`config.mk`:
```
export PLATFORM = sky130hd
export DESIGN_NAME = cdb_arbiter
export DESIGN_NICKNAME = d
export VERILOG_FILES = /design/src/rtl/cdb_pkg.sv /design/src/rtl/cdb_result_fifo.sv /design/src/rtl/cdb_arbiter.sv
export SDC_FILE = /design/constraint.sdc
export NUM_CORES = 1
export LEC_CHECK = 0
export ABC_AREA = 1
export CORE_UTILIZATION = 50
export CTS_CLUSTER_DIAMETER = 40
export CTS_CLUSTER_SIZE = 20
export DETAILED_ROUTE_END_ITERATION = 6
export PLACE_DENSITY_LB_ADDON = 0.05
export RECOVER_POWER = 100
export SLEW_MARGIN = 20
export SYNTH_ARGS = -nofsm -noshare
export SYNTH_HDL_FRONTEND = slang
export SYNTH_SLANG_ARGS = --single-unit
```
`constraint.sdc`:
```
create_clock -name clock -period 4.03 [get_ports clock]
set_input_delay 0.403 -clock clock [delete_from_list [all_inputs] [get_ports clock]]
set_output_delay 0.403 -clock clock [all_outputs]
set_load 0.005 [all_outputs]
```
`src/rtl/cdb_pkg.sv`:
```
// Shared CDB types, widths and the round-robin scan helper.
package cdb_pkg;

   localparam int CDB_TAG_W  = 5;
   localparam int CDB_DATA_W = 32;
   localparam int CDB_MAX_FU = 8;

   typedef struct packed {
      logic [CDB_TAG_W-1:0]  tag;
      logic [CDB_DATA_W-1:0] data;
      logic                  branch;
      logic                  taken;
   } cdb_entry_t;

   // Returns {found, index} of the first set bit scanning ptr, ptr+1, ... mod n.
   function automatic logic [3:0] rr_next(
      input logic [CDB_MAX_FU-1:0] req,
      input logic [2:0]            ptr,
      input int                    n
   );
      logic [3:0] r;
      int         k;
      r = '0;
      for (int i = CDB_MAX_FU - 1; i >= 0; i--) begin
         if (i < n) begin
            k = int'(ptr) + i;
            if (k >= n) k = k - n;
            if (req[k]) r = {1'b1, k[2:0]};
         end
      end
      return r;
   endfunction

endpackage

```
`src/rtl/cdb_result_fifo.sv`:
```
// Per-FU result FIFO with occupancy count; flush empties it.
module cdb_result_fifo #(
   parameter int W     = 39,
   parameter int DEPTH = 2
) (
   input  logic                       clock,
   input  logic                       reset,
   input  logic                       flush,
   input  logic                       push,
   input  logic                       pop,
   input  logic [W-1:0]               din,
   output logic [W-1:0]               dout,
   output logic [$clog2(DEPTH):0]     count
);

   localparam int PW = $clog2(DEPTH);
   localparam int CW = PW + 1;

   logic [W-1:0]  mem [DEPTH];
   logic [PW-1:0] head;
   logic [PW-1:0] tail;

   assign dout = mem[head];

   always_ff @(posedge clock) begin
      if (push && !flush) mem[tail] <= din;
   end

   always_ff @(posedge clock or posedge reset) begin
      if (reset) begin
         head  <= '0;
         tail  <= '0;
         count <= '0;
      end else if (flush) begin
         head  <= '0;
         tail  <= '0;
         count <= '0;
      end else begin
         if (push) tail <= tail + PW'(1);
         if (pop)  head <= head + PW'(1);
         unique case ({push, pop})
            2'b10:   count <= count + CW'(1);
            2'b01:   count <= count - CW'(1);
            default: count <= count;
         endcase
      end
   end

endmodule

```
`src/rtl/cdb_arbiter.sv`:
```
// CDB transmit arbiter: per-FU FIFOs, round-robin grant, registered bus.
// Define CDB_ARB_BRANCH_PRIO_EN to let branch heads win over non-branch heads.
module cdb_arbiter
   import cdb_pkg::*;
#(
   parameter int NUM_FU    = 4,
   parameter int BUF_DEPTH = 2,
   parameter int TAG_W     = CDB_TAG_W,
   parameter int DATA_W    = CDB_DATA_W
) (
   input  logic                     clock,
   input  logic                     reset,
   input  logic                     flush,
   input  logic [NUM_FU-1:0]        fu_valid,
   output logic [NUM_FU-1:0]        fu_ready,
   input  logic [NUM_FU*TAG_W-1:0]  fu_tag,
   input  logic [NUM_FU*DATA_W-1:0] fu_data,
   input  logic [NUM_FU-1:0]        fu_branch,
   input  logic [NUM_FU-1:0]        fu_branch_taken,
   output logic [TAG_W-1:0]         Cdb_rd_tag,
   output logic                     Cdb_valid,
   output logic [DATA_W-1:0]        Cdb_data,
   output logic                     Cdb_branch,
   output logic                     Cdb_branch_taken
);

   localparam int ENT_W = TAG_W + DATA_W + 2;
   localparam int CNT_W = $clog2(BUF_DEPTH) + 1;
   localparam int PTR_W = $clog2(NUM_FU);

   logic [ENT_W-1:0]      head [NUM_FU];
   logic [NUM_FU-1:0]     push;
   logic [NUM_FU-1:0]     pop;
   logic [NUM_FU-1:0]     nonempty;
   logic [NUM_FU-1:0]     br_head;
   logic [PTR_W-1:0]      rr_ptr;
   logic [CDB_MAX_FU-1:0] req;
   logic [3:0]            sel;
   logic                  grant;
   logic [2:0]            win;
   logic [3:0]            win_inc;
   logic [ENT_W-1:0]      win_ent;

   for (genvar i = 0; i < NUM_FU; i++) begin : g_fu
      logic [CNT_W-1:0] count;

      assign fu_ready[i] = (count != CNT_W'(BUF_DEPTH));
      assign nonempty[i] = (count != '0);
      assign push[i]     = fu_valid[i] & fu_ready[i];
      assign br_head[i]  = head[i][1];

      cdb_result_fifo #(
         .W     (ENT_W),
         .DEPTH (BUF_DEPTH)
      ) u_fifo (
         .clock (clock),
         .reset (reset),
         .flush (flush),
         .push  (push[i]),
         .pop   (pop[i]),
         .din   ({fu_tag[i*TAG_W +: TAG_W],
                  fu_data[i*DATA_W +: DATA_W],
                  fu_branch[i],
                  fu_branch_taken[i]}),
         .dout  (head[i]),
         .count (count)
      );
   end

   always_comb begin
      req = '0;
      req[NUM_FU-1:0] = nonempty;
`ifdef CDB_ARB_BRANCH_PRIO_EN
      if (|(nonempty & br_head)) req[NUM_FU-1:0] = nonempty & br_head;
`endif
      sel     = rr_next(req, 3'(rr_ptr), NUM_FU);
      grant   = sel[3];
      win     = sel[2:0];
      win_inc = {1'b0, win} + 4'd1;
      if (win_inc == 4'(NUM_FU)) win_inc = '0;
      pop     = '0;
      win_ent = '0;
      for (int i = 0; i < NUM_FU; i++) begin
         if (grant && win == 3'(i)) begin
            pop[i]  = 1'b1;
            win_ent = head[i];
         end
      end
   end

   // Flush overrides any grant; the FIFOs drop the pop themselves.
   always_ff @(posedge clock or posedge reset) begin
      if (reset) begin
         rr_ptr           <= '0;
         Cdb_valid        <= 1'b0;
         Cdb_rd_tag       <= '0;
         Cdb_data         <= '0;
         Cdb_branch       <= 1'b0;
         Cdb_branch_taken <= 1'b0;
      end else if (flush) begin
         Cdb_valid <= 1'b0;
      end else if (grant) begin
         Cdb_valid <= 1'b1;
         {Cdb_rd_tag, Cdb_data, Cdb_branch, Cdb_branch_taken} <= win_ent;
         rr_ptr    <= PTR_W'(win_inc);
      end else begin
         Cdb_valid <= 1'b0;
      end
   end

endmodule

```
==> impl_metrics.tcl, run 1 <==
set metrics [dict create \
    yosys_warnings 0 \
    initial_core_util_pct 50.83 \
    dr.pass1.iters 5 \
    coreArea_sq_mm 0.03059 \
    r2r_cells 5 \
    rsz0062_at_grt "false" \
    setup_tns_ns 0 \
    cts_setup_buffers 0 \
    htree_levels 2 \
    failed_checks "capacitance limit, slew limit" \
    rows 64 \
    yosysTopAreaCellShare_pct 60.26 \
    cts_hold_buf 0 \
    ys_ff_latch 370 \
    ios 207 \
    crit_family "buffers and inverters" \
    setup_viol 0 \
    synthArstFlopShare_pct 15.68 \
    port_buffers 206 \
    ant_nets 0 \
    grt_pass1_wl_mm 58.33 \
    worstPathArrival_ns 3.70 \
    skew_ns 0.01108 \
    fillers 2457 \
    finalMaxSlewViolations 166 \
    final_util_pct 62.99 \
    start_kind "primary input" \
    clock_sinks 370 \
    final_area_sq_mm 0.01927 \
    routedWlPerCell_um 18.89 \
    syn-num-nets 1556 \
    max_cap_viol_count 5 \
    cts_root_buf "clkbuf_16" \
    hold_slack_ns 0.4691 \
    yosys.cell_count.top_type "nand2_1" \
    vdd_drop_max_mv 0.6554 \
    worstSkewPairLatency_ns 0.53 \
    crit_fanout 23 \
    fin_crit_ns 3.562 \
    critical_path.cell_chain "dlygate4sd3_1 -> inv_1 -> nand2_1 -> nor2_1 -> dlymetal6s4s_1" \
    grt_pass1_vias 10530 \
    ff_latch_area_sq_mm 0.01082 \
    power_w 0.01625 \
    wirelength_mm 38.13 \
    synthesis.area_sq_mm 0.01555 \
    hp-class "reg2reg" \
    areaGrowthSynthToFinish_pct 23.93 \
    critical_path.slowest_cell "nor2_1" \
    die_area_sq_mm 0.03180 \
    dpl.hpwl_mm 25.32 \
    cts_buffer_depth 3 \
    die_h_um 178.3 \
    leakage_nw 7.737 \
    viasPerCell 5.329 \
    clk_pin_slew_ns 0.06 \
    finalCritPeriodShare_pct 88.40 \
    worst_slew_pin_slew_ns 2.280 \
    relSlewSlack_pct -52.84 \
    min_path_cells 2 \
    synth_cell_types 33 \
    synthFlopType "edfxtp_1" \
    multiInputGateArea_sq_mm 0.004073 \
    cp.depth 5 \
    cellPowerDensity_mw_per_mm2 843.5 \
    synthCells 1389 \
    diodes 0 \
    first_iter_violations 958 \
    dieWidth_um 178.3 \
    placed_area_sq_mm 0.01798 \
    path_class "in2reg" \
    cts-buffers-inserted 42 \
    yosys.area.top_type "edfxtp_1" \
    cp.buffers_inverters 3 \
    synth-edff-count 312 \
    required_ns 4.16 \
    cts_tree "built" \
    endpoint_kind "flip-flop" \
    ys_top_cells_by_area "edfxtp_1 60%, nand2_1 13%, dfrtp_1 9.3%" \
    grt_max_degree 49 \
    grt_util_all_layers_pct 24.70 \
    num_vias 10750 \
    gp_congestion 0.8702 \
    cpPeakStageDelay_ns 1.26 \
    ys_seq_area_share_pct 69.60 \
    grt_overflow_total 0 \
    syn_avg_cell_area_sq_um 11.19 \
    drc 0 \
    layout.nets 1756 \
    finalHoldViolCount 0 \
    grt_antenna_before_repair 1 \
    layout-drive-gt1-share_pct 7.768 \
    cts_resized 0 \
    synthTopCellsByCount "547 x nand2_1, 312 x edfxtp_1, 89 x nand3_1" \
    fmax_mhz 280.7 \
    outcome "finished, violations left" \
]
-- tightest hold or removal path, delay by kind of cell (launching register included) --
kind             cells  cell delay, ns
flip-flops           1            0.33
AND/OR/NAND/NOR      2            0.10
-- logic make-up (layout without fill, tap and decap cells) --
group                      Yosys count  in the layout  share of synthesized area [%]
xor gates and xnor gates             1              1                        0.05634
AOI/OAI and AO/OA                   95             95                          3.267
adders and majority gates            4              4                         0.3219
muxes                               32             32                          2.060
DFF                                370            370                          69.60
and+or+nand+nor                    751            751                          20.63
buffers and inverters              136            369                          4.072
-- cell usage in the layout (no fill, tap or decap), drive strengths merged --
master and count:
a21oi 69, a31oi 7, buf 11, bufinv 3, clkbuf 58, clkdlybuf4s50 4, clkinv 15, clkinvlp 8
dfrtp 58, dlygate4sd3 202, dlymetal6s2s 1, dlymetal6s4s 1, edfxtp 312, ha 4, inv 66, mux2i 32
nand2 558, nand3 97, nand3b 1, nand4 41, nor2 54, o21ai 15, o22ai 4, xnor2 1
-- per-layer routing --
metal | vias to the layer above | routed length (um) | track usage, %
met5 | - | 0 | 0
met4 | 0 | 1733 | 11.58
met3 | 86 | 2047 | 3.495
met2 | 348 | 19140 | 41.72
met1 | 5172 | 15210 | 31.48
li1 | 5147 | - | -
-- state kept, by name, summed over array words and instances, names as in the netlist --
signal             flops
g_fu.u_fifo.count      8
g_fu.u_fifo.head       4
g_fu.u_fifo.tail       4
g_fu.u_fifo.mem      312
rr_ptr                 2
Cdb_branch             1
Cdb_data              32
Cdb_branch_taken       1
Cdb_valid              1
Cdb_rd_tag             5
-- stage by stage --
step                setup slack [ns]  std cells
floorplan                      1.043       1389
global placement              0.8975       1941
detailed placement            0.7966       1941
CTS                           0.7729       2018
global route                  0.2585       2018
finish                        0.4676       2018
-- final cells by class --
cell class	instances	share of cell area [%]
clock buffer	47	5.715
clock inverter	30	1.630
inverter	62	1.253
multi-input combinational	883	21.14
sequential	370	56.17
tap	396	2.572
timing repair buffer	230	11.53
-- final timing paths --
check                                                         start                                  end  slack (ns)
worst max-delay path                                          flush  g_fu[3].u_fifo.mem[1][18]$_DFFE_PP_        0.47
worst min-delay path                       Cdb_data[31]$_DFFE_PP0P_             Cdb_data[31]$_DFFE_PP0P_        0.47
worst max register to register  g_fu[3].u_fifo.count[0]$_DFFE_PP0P_  g_fu[3].u_fifo.mem[1][18]$_DFFE_PP_        0.54
worst min register to register             Cdb_data[31]$_DFFE_PP0P_             Cdb_data[31]$_DFFE_PP0P_        0.47
max in group asynchronous                                     reset            Cdb_rd_tag[0]$_DFFE_PP0P_        1.50
min in group asynchronous                                     reset         Cdb_branch_taken$_DFFE_PP0P_        0.94
-- report_power, final --
part           total (W)  switching [W]  internal, W
clock network    0.00381        0.00158      0.00222
logic            0.00740        0.00521      0.00220
registers        0.00504       0.000297      0.00474
No activity file was read; power rests on OpenSTA's default activity.
==> inputs of run 2 (changes only) <==
SKIP_LAST_GASP = 1   (was default)
==> results of run 2 <==
Final layout, timing and power as in run 1 (identical DEF).
